--- src/rtl/otter_io_hub_if.sv ---
// OTTER MCU memory-mapped I/O bus: address, write data and strobe from the
// MCU, read data back from the peripheral.
interface otter_io_hub_if;
  logic [31:0] iobus_addr;
  logic [31:0] iobus_out;
  logic        iobus_wr;
  logic [31:0] iobus_in;

  modport master (output iobus_addr, output iobus_out, output iobus_wr, input iobus_in);
  modport slave  (input iobus_addr, input iobus_out, input iobus_wr, output iobus_in);
endinterface

--- src/rtl/otter_io_hub.sv ---
// Memory-mapped I/O hub: synchronised switches, debounced buttons with
// maskable W1C edge interrupts, and N_OUT read-back output registers.
module otter_io_hub #(
  parameter logic [31:0] BASE_ADDR  = 32'h1100_0000,
  parameter int unsigned N_OUT      = 3,
  parameter int unsigned OUT_W      = 16,
  parameter int unsigned SW_W       = 16,
  parameter int unsigned N_BTN      = 5,
  parameter int unsigned DB_CYCLES  = 4,
  parameter int unsigned INTR_PULSE = 0
) (
  input  logic                   clk,
  input  logic                   reset,
  otter_io_hub_if.slave          iobus,
  input  logic [SW_W-1:0]        switches,
  input  logic [N_BTN-1:0]       buttons,
  output logic [N_OUT*OUT_W-1:0] out_data,
  output logic                   intr
);

  localparam int unsigned CNT_W   = (DB_CYCLES > 1) ? $clog2(DB_CYCLES) : 1;
  localparam logic [CNT_W-1:0] CNT_MAX = CNT_W'(DB_CYCLES - 1);

  localparam logic [31:0] A_SW   = BASE_ADDR;
  localparam logic [31:0] A_BTN  = BASE_ADDR + 32'h04;
  localparam logic [31:0] A_PEND = BASE_ADDR + 32'h08;
  localparam logic [31:0] A_MASK = BASE_ADDR + 32'h0C;
  localparam logic [31:0] A_OUT0 = BASE_ADDR + 32'h10;

  logic [SW_W-1:0]             sw_sync1_q, sw_sync2_q;
  logic [N_BTN-1:0]            btn_sync1_q, btn_sync2_q;
  logic [N_BTN-1:0]            btn_db_q, btn_db_d;
  logic [N_BTN-1:0][CNT_W-1:0] db_cnt_q, db_cnt_d;
  logic [N_BTN-1:0]            pend_q, pend_d;
  logic [N_BTN-1:0]            mask_q, mask_d;
  logic [N_BTN-1:0]            masked_prev_q, masked_prev_d;
  logic [N_OUT-1:0][OUT_W-1:0] out_q, out_d;
  logic                        intr_q, intr_d;

  logic                        wr_pend, wr_mask;
  logic [N_OUT-1:0]            wr_out;
  logic [N_BTN-1:0]            btn_rise, w1c_bits, masked;
  logic [31:0]                 rdata;
  logic                        unused_wdata;

  assign unused_wdata = ^iobus.iobus_out;

  // Exact-match write decode; SW/BTN and unmapped addresses have no strobe.
  always_comb begin
    wr_pend = iobus.iobus_wr && (iobus.iobus_addr == A_PEND);
    wr_mask = iobus.iobus_wr && (iobus.iobus_addr == A_MASK);
    wr_out  = '0;
    for (int unsigned k = 0; k < N_OUT; k++) begin
      wr_out[k] = iobus.iobus_wr && (iobus.iobus_addr == A_OUT0 + 32'(4 * k));
    end
  end

  // Debounce: level is accepted after DB_CYCLES consecutive mismatched cycles.
  always_comb begin
    btn_db_d = btn_db_q;
    db_cnt_d = db_cnt_q;
    for (int unsigned i = 0; i < N_BTN; i++) begin
      if (btn_sync2_q[i] == btn_db_q[i]) begin
        db_cnt_d[i] = '0;
      end else if (db_cnt_q[i] == CNT_MAX) begin
        btn_db_d[i] = btn_sync2_q[i];
        db_cnt_d[i] = '0;
      end else begin
        db_cnt_d[i] = db_cnt_q[i] + CNT_W'(1);
      end
    end
  end

  // Pending/mask/output next state; a new rising edge beats a same-cycle clear.
  always_comb begin
    btn_rise      = btn_db_d & ~btn_db_q;
    w1c_bits      = wr_pend ? iobus.iobus_out[N_BTN-1:0] : '0;
    pend_d        = (pend_q & ~w1c_bits) | btn_rise;
    mask_d        = wr_mask ? iobus.iobus_out[N_BTN-1:0] : mask_q;
    masked        = pend_q & mask_q;
    masked_prev_d = masked;
    intr_d        = (INTR_PULSE != 0) ? |(masked & ~masked_prev_q) : |masked;
    out_d         = out_q;
    for (int unsigned k = 0; k < N_OUT; k++) begin
      if (wr_out[k]) out_d[k] = iobus.iobus_out[OUT_W-1:0];
    end
  end

  always_ff @(posedge clk or posedge reset) begin
    if (reset) begin
      sw_sync1_q    <= '0;
      sw_sync2_q    <= '0;
      btn_sync1_q   <= '0;
      btn_sync2_q   <= '0;
      btn_db_q      <= '0;
      db_cnt_q      <= '0;
      pend_q        <= '0;
      mask_q        <= '0;
      masked_prev_q <= '0;
      out_q         <= '0;
      intr_q        <= 1'b0;
    end else begin
      sw_sync1_q    <= switches;
      sw_sync2_q    <= sw_sync1_q;
      btn_sync1_q   <= buttons;
      btn_sync2_q   <= btn_sync1_q;
      btn_db_q      <= btn_db_d;
      db_cnt_q      <= db_cnt_d;
      pend_q        <= pend_d;
      mask_q        <= mask_d;
      masked_prev_q <= masked_prev_d;
      out_q         <= out_d;
      intr_q        <= intr_d;
    end
  end

  // Combinational, side-effect-free read mux.
  always_comb begin
    rdata = '0;
    if (iobus.iobus_addr == A_SW)   rdata = 32'(sw_sync2_q);
    if (iobus.iobus_addr == A_BTN)  rdata = 32'(btn_db_q);
    if (iobus.iobus_addr == A_PEND) rdata = 32'(pend_q);
    if (iobus.iobus_addr == A_MASK) rdata = 32'(mask_q);
    for (int unsigned k = 0; k < N_OUT; k++) begin
      if (iobus.iobus_addr == A_OUT0 + 32'(4 * k)) rdata = 32'(out_q[k]);
    end
    iobus.iobus_in = rdata;
  end

  assign out_data = out_q;
  assign intr     = intr_q;

endmodule
--- src/flat_wrapper.sv ---
// flat-port wrapper written by rule: the top's interface ports become plain ports
module otter_io_hub_flat 
#(
  parameter logic [31:0] BASE_ADDR  = 32'h1100_0000,
  parameter int unsigned N_OUT      = 3,
  parameter int unsigned OUT_W      = 16,
  parameter int unsigned SW_W       = 16,
  parameter int unsigned N_BTN      = 5,
  parameter int unsigned DB_CYCLES  = 4,
  parameter int unsigned INTR_PULSE = 0
)
  (clk, reset, switches, buttons, out_data, intr, iobus_iobus_addr, iobus_iobus_out, iobus_iobus_wr, iobus_iobus_in);
  otter_io_hub_if iobus_i ();
  input  logic clk;
  input  logic reset;
  input  logic [SW_W-1:0] switches;
  input  logic [N_BTN-1:0] buttons;
  output logic [N_OUT*OUT_W-1:0] out_data;
  output logic intr;
  input wire logic [$bits(iobus_i.iobus_addr)-1:0] iobus_iobus_addr;
  input wire logic [$bits(iobus_i.iobus_out)-1:0] iobus_iobus_out;
  input wire logic [$bits(iobus_i.iobus_wr)-1:0] iobus_iobus_wr;
  output wire logic [$bits(iobus_i.iobus_in)-1:0] iobus_iobus_in;
  assign iobus_i.iobus_addr = iobus_iobus_addr;
  assign iobus_i.iobus_out = iobus_iobus_out;
  assign iobus_i.iobus_wr = iobus_iobus_wr;
  assign iobus_iobus_in = iobus_i.iobus_in;
  otter_io_hub #(.BASE_ADDR(BASE_ADDR), .N_OUT(N_OUT), .OUT_W(OUT_W), .SW_W(SW_W), .N_BTN(N_BTN), .DB_CYCLES(DB_CYCLES), .INTR_PULSE(INTR_PULSE)) u_core (.clk(clk), .reset(reset), .iobus(iobus_i), .switches(switches), .buttons(buttons), .out_data(out_data), .intr(intr));
endmodule
--- config.mk ---
export PLATFORM = sky130hd
export DESIGN_NAME = otter_io_hub_flat
export DESIGN_NICKNAME = d
export VERILOG_FILES = /design/src/rtl/otter_io_hub_if.sv /design/src/rtl/otter_io_hub.sv /design/src/flat_wrapper.sv
export SDC_FILE = /design/constraint.sdc
export NUM_CORES = 1
export LEC_CHECK = 0
export ABC_AREA = 1
export CAP_MARGIN = 20
export CORE_MARGIN = 2
export CORE_UTILIZATION = 49
export CTS_CLUSTER_DIAMETER = 80
export DETAILED_ROUTE_END_ITERATION = 12
export GPL_ROUTABILITY_DRIVEN = 0
export GPL_TIMING_DRIVEN = 0
export MAX_ROUTING_LAYER = met4
export PLACE_DENSITY = 0.85
export SLEW_MARGIN = 20
export SYNTH_ARGS = -nofsm -noshare
export SYNTH_HDL_FRONTEND = slang
export SYNTH_SLANG_ARGS = --single-unit
--- constraint.sdc ---
create_clock -name clk -period 7.2 [get_ports clk]
set_input_delay 1.44 -clock clk [delete_from_list [all_inputs] [get_ports clk]]
set_output_delay 1.44 -clock clk [all_outputs]
set_load 0.1 [all_outputs]
Word level (Yosys, flattened, before mapping)
Cells that the tools add are included.

Register bits after elaboration: 116. Input port bits: 88. Output and inout bits: 81. Word-level logic and storage cells: 78.

Add/subtract/negate cells: 5. Eq/ne operators: 17. Muxes and demuxes: 28. Bitwise gates (word level): 6. Reduce and logical (&&, ||, !) cells: 6.

Operators with widths (number): equality test 32 x 29 -> 1 bit (second input constant) (7); 2-to-1 mux 16 bit (7); 2-to-1 mux 2 bit (10); bitwise AND 5 bit (3); adder 2 x 1 -> 2 bit (second input constant) (5); equality test 2 bit (second input constant) (5); 2-to-1 mux 1 bit (10); NOT 5 bit (2); equality test 1 bit (5); logical AND 1 bit (5); 2-to-1 mux 5 bit (1); bitwise OR 5 bit (1); OR reduction 5 bit (1).

Logic depth before layout (Yosys ltp)
Word-level depth: 8. Mapped depth: 14. Mapped depth without buffers: 13.

Worst setup path before layout
OpenSTA, ideal clock, no wires.

Path kind: input to output. Start: in iobus_iobus_addr[15]. End: out iobus_iobus_in[11]. Arrival: 4.064 ns. Data required time: 5.760 ns. Path slack: 1.696 ns. Stages: 8. Buffers on the path: 1. Cell sequence: nor2_1 nand2_1 nor2_4 nand3_4 nor2_8 clkbuf_4 nand2_1 a31oi_1.

Word-level cells in the longest chain between the ends: 8. Elaborated cells between the ends (all ways): 14. Classes of those cells: eq/ne: 7; mux: 7.

RTL lines: start: declaration (RTL line flat_wrapper.sv:20) `input wire logic [$bits(iobus_i.iobus_addr)-1:0] iobus_iobus_addr;`; equality test 32 x 29 -> 1 bit (RTL line otter_io_hub.sv:120) `if (iobus.iobus_addr == A_SW) rdata = 32'(sw_sync2_q);`; 2-to-1 mux 16 bit (RTL line otter_io_hub.sv:120); 2-to-1 mux 16 bit (RTL line otter_io_hub.sv:121) `if (iobus.iobus_addr == A_BTN) rdata = 32'(btn_db_q);`; 2-to-1 mux 16 bit (RTL line otter_io_hub.sv:122) `if (iobus.iobus_addr == A_PEND) rdata = 32'(pend_q);`; 2-to-1 mux 16 bit (RTL line otter_io_hub.sv:123) `if (iobus.iobus_addr == A_MASK) rdata = 32'(mask_q);`; 2-to-1 mux 16 bit (2 in series) (RTL line otter_io_hub.sv:125) `if (iobus.iobus_addr == A_OUT0 + 32'(4 * k)) rdata = 32'(out_q[k]);`; 2-to-1 mux 16 bit * (RTL line otter_io_hub.sv:125); end: declaration (RTL line flat_wrapper.sv:23) `output wire logic [$bits(iobus_i.iobus_in)-1:0] iobus_iobus_in;`.

Every way passes the cells marked *; elsewhere a longest branch is shown, timed or not.

Worst setup path after layout
Start: in iobus_iobus_addr[28]. End: out iobus_iobus_in[12].

Same word-level chain as after synthesis.

==> impl_metrics.csv <==
group,metric,value,unit
logic_synthesis,yosysTopAreaCell,"dfrtp_1",
power_and_ir_drop,p_leak,3.27,nW
sta,finClkSkew,0.00817,ns
die,pin_count,169,
drt,ant_nets,0,
drt,drt_wl_total,13600,um
die,core,9820,um2
placed_design,dp_worst_setup_slack,1.30,ns
logic_synthesis,postSynthCellCount,526,
final_layout,layout.nets,790,
run_status,outcome,"complete, no violations",
critical_path,cp-end-kind,"output port",
logic_synthesis,synth_cell_type_count,30,
clock_tree,clock_latency,0.51,ns
critical_path,crit_chain,"clkdlybuf4s50_1 -> inv_1 -> nor2_1 -> nand2_1 -> nor2_2 -> nand3_2 -> nor2_4 -> buf_4 -> nand3_1 -> a31oi_1 -> clkdlybuf4s50_1",
logic_synthesis,synth_warnings,0,
sta,min_period,5.94,ns
logic_synthesis,synth-seq-area-share,0.585,
clock_tree,cts-hold-fix-buffers,0,
drt,post-route-drc-count,0,
sta,worstMarginPinSlew,1.04,ns
critical_path,path_delay_family,"buffers and inverters",
global_route,grt_pass1_wl,22000,um
drt,vias,4353,
die,die_w,105,um
clock_tree,clock_path_buffers,2,
clock_tree,htree_levels,4,
global_route,grtUsageTotal,0.267,
placed_design,dp_hpwl,9670,um
die,rows,36,
sta,tns,0,ns
die,dieArea,10900,um2
sta,setup_slack,1.26,ns
critical_path,start_kind,"input port",
logic_synthesis,synth_area,4960,um2
clock_tree,cts_root_buf,"clkbuf_8",
sta,slew_viol_final,0,
sta,max_clock_freq,0.168,GHz
final_layout,syn2layout_area_growth,44.3,%
placed_design,io_buffers,136,
final_layout,fin_util,0.729,
final_layout,drive_above_1_share,0.128,
critical_path,path_class,"in -> out",
logic_synthesis,ys_ff_latch,116,
logic_synthesis,avgSynthCellArea,9.43,um2
logic_synthesis,synthTopCellsByArea,"dfrtp_1, nand2_1, o21ai_1, nor2_1, inv_1",
clock_tree,clkTransAtPathRegs,0.06,ns
drt,drt_iter0_markers,404,
clock_tree,post_cts_resized,0,
global_route,gr-total-overflow,0,
critical_path,path_common_cell,"clkdlybuf4s50_1",
drt,dr.pass1.iters,5,
clock_tree,cts_sinks,116,
critical_path,worst-endpoint-required,5.76,ns
sta,final_hold_viol_count,0,
global_route,grt_max_degree,65,
hold_path,hold_path_class,"reg -> reg",
die,start_util,0.505,
logic_synthesis,synth_top_area_share,0.585,
final_layout,antenna_cells,0,
sta,period_share,0.825,
flow_run,max-cap-violations,0,
die,dieHeight,105,um
sta,max-slew-margin-rel,0.305,
clock_tree,cts_buffers,17,
global_route,grt_antenna_before_repair,0,
power_and_ir_drop,power.density,244,nW/um2
global_route,grt_pass1_vias,4407,
sta,hold_slack,0.345,ns
critical_path,crit_slowest_cell,"clkdlybuf4s50_1",
clock_tree,cts_tree,"built",
critical_path,worst_ep_arrival_time,4.50,ns
sta,rsz0062_at_grt,"no",
drt,wl_per_cell,16.1,um
drt,avgViaCountPerCell,5.16,
sta,finalSetupViolations,0,
critical_path,cpPeakStageDelay,1.18,ns
critical_path,critPathBufInv,4,
clock_tree,postCtsSetupBuffers,0,
power_and_ir_drop,vdd_ir_drop_max,0.161,mV
final_layout,num-fill-cells,688,
critical_path,critPathMaxFanout,10,
==> registers in the layout (all words and copies together) (netlist names) <==
| name | flops |
|---|---|
| u_core.btn_db_q | 5 |
| u_core.btn_sync1_q | 5 |
| u_core.btn_sync2_q | 5 |
| u_core.db_cnt_q | 10 |
| u_core.intr | 1 |
| u_core.mask_q | 5 |
| u_core.out_data | 48 |
| u_core.pend_q | 5 |
| u_core.sw_sync1_q | 16 |
| u_core.sw_sync2_q | 16 |
==> synth_stat cells (all sizes together) <==
master  instances
a221oi          1
nand2         126
nand3          22
nand4           3
buf            32
o21ai          67
ha              5
nand3b          1
a21oi          22
clkbuf          1
a31oi          10
conb            1
dfrtp         116
inv            47
nor2           58
xnor2           5
nor3            9
==> cell families (layout without fill, tap and decap cells) <==
| logic type | after synthesis | count (layout) | share of synthesized area |
|---|---|---|---|
| AO/OA/AOI/OAI | 100 | 100 | 0.105 |
| XOR/XNOR | 5 | 5 | 0.00883 |
| adder cells (fa/ha/maj) | 5 | 5 | 0.0126 |
| buffers and inverters | 80 | 249 | 0.0853 |
| flip-flops | 116 | 116 | 0.585 |
| other | 1 | 16 | 0.000756 |
| AND/OR/NAND/NOR | 219 | 219 | 0.202 |
==> per-layer routing <==
| layer | wire length, um | up-vias | track usage |
|---|---|---|---|
| met5 | 0 | - | - |
| met4 | 403 | 0 | 0.111 |
| met3 | 1140 | 36 | 0.0717 |
| met2 | 6650 | 255 | 0.427 |
| met1 | 5410 | 2058 | 0.322 |
| li1 | - | 2004 | - |
==> report_power, final <==
part	internal, mW	switching, mW	total (mW)	leakage [nW]
Clock	0.540	0.284	0.824	0.291
Combinational	0.0793	0.114	0.194	1.50
Sequential	0.700	0.0287	0.729	1.48
Total	1.32	0.427	1.75	3.27
==> placed cells by master, fill, tap and decap left out, types with 8 or more instances in the layout <==
cell type	synthesis	routed
a21oi_1	22	22
a31oi_1	10	10
buf_2	9	9
buf_4	18	18
clkbuf_16	0	16
clkdlybuf4s50_1	0	136
conb_1	1	16
dfrtp_1	116	116
inv_1	43	42
nand2_1	121	121
nand3_1	20	20
nor2_1	46	46
nor2_4	8	8
nor3_1	8	8
o21ai_0	31	31
o21ai_1	35	35
==> final timing paths <==
kind / startpoint / to / slack (ns) / cells past startpoint
worst max-delay path: iobus_iobus_addr[28] / iobus_iobus_in[12] / 1.26 / 11
worst min-delay path: u_core.sw_sync1_q[14] / u_core.sw_sync2_q[14] / 0.34 / 0
worst max register to register: u_core.db_cnt_q[4] / u_core.pend_q[2] / 6.12 / 4
worst min register to register: u_core.sw_sync1_q[14] / u_core.sw_sync2_q[14] / 0.34 / 0
max in group asynchronous: reset / u_core.btn_sync1_q[4] / 5.19 / 3
min in group asynchronous: reset / u_core.sw_sync1_q[15] / 1.35 / 2
==> stage by stage <==
step           total power [mW]  area, um2  std cells
2_1_floorplan             0.858       5020        541
5_1_grt                    1.81       7160        843
4_1_cts                    1.75       7160        843
3_5_place_dp              0.930       6580        811
3_3_place_gp              0.912       6540        810
6_report                   1.75       7160        843
==> cell type report <==
type / count / area [um2] / area share
buffer: 33 / 244 / 0.0341
clock buffer: 21 / 449 / 0.0628
clock inverter: 11 / 133 / 0.0185
inverter: 47 / 184 / 0.0257
multi-input combinational: 345 / 1690 / 0.236
sequential: 116 / 2900 / 0.406
tap: 133 / 166 / 0.0232
timing repair buffer: 137 / 1390 / 0.194
No activity file was read; power rests on OpenSTA's default activity.
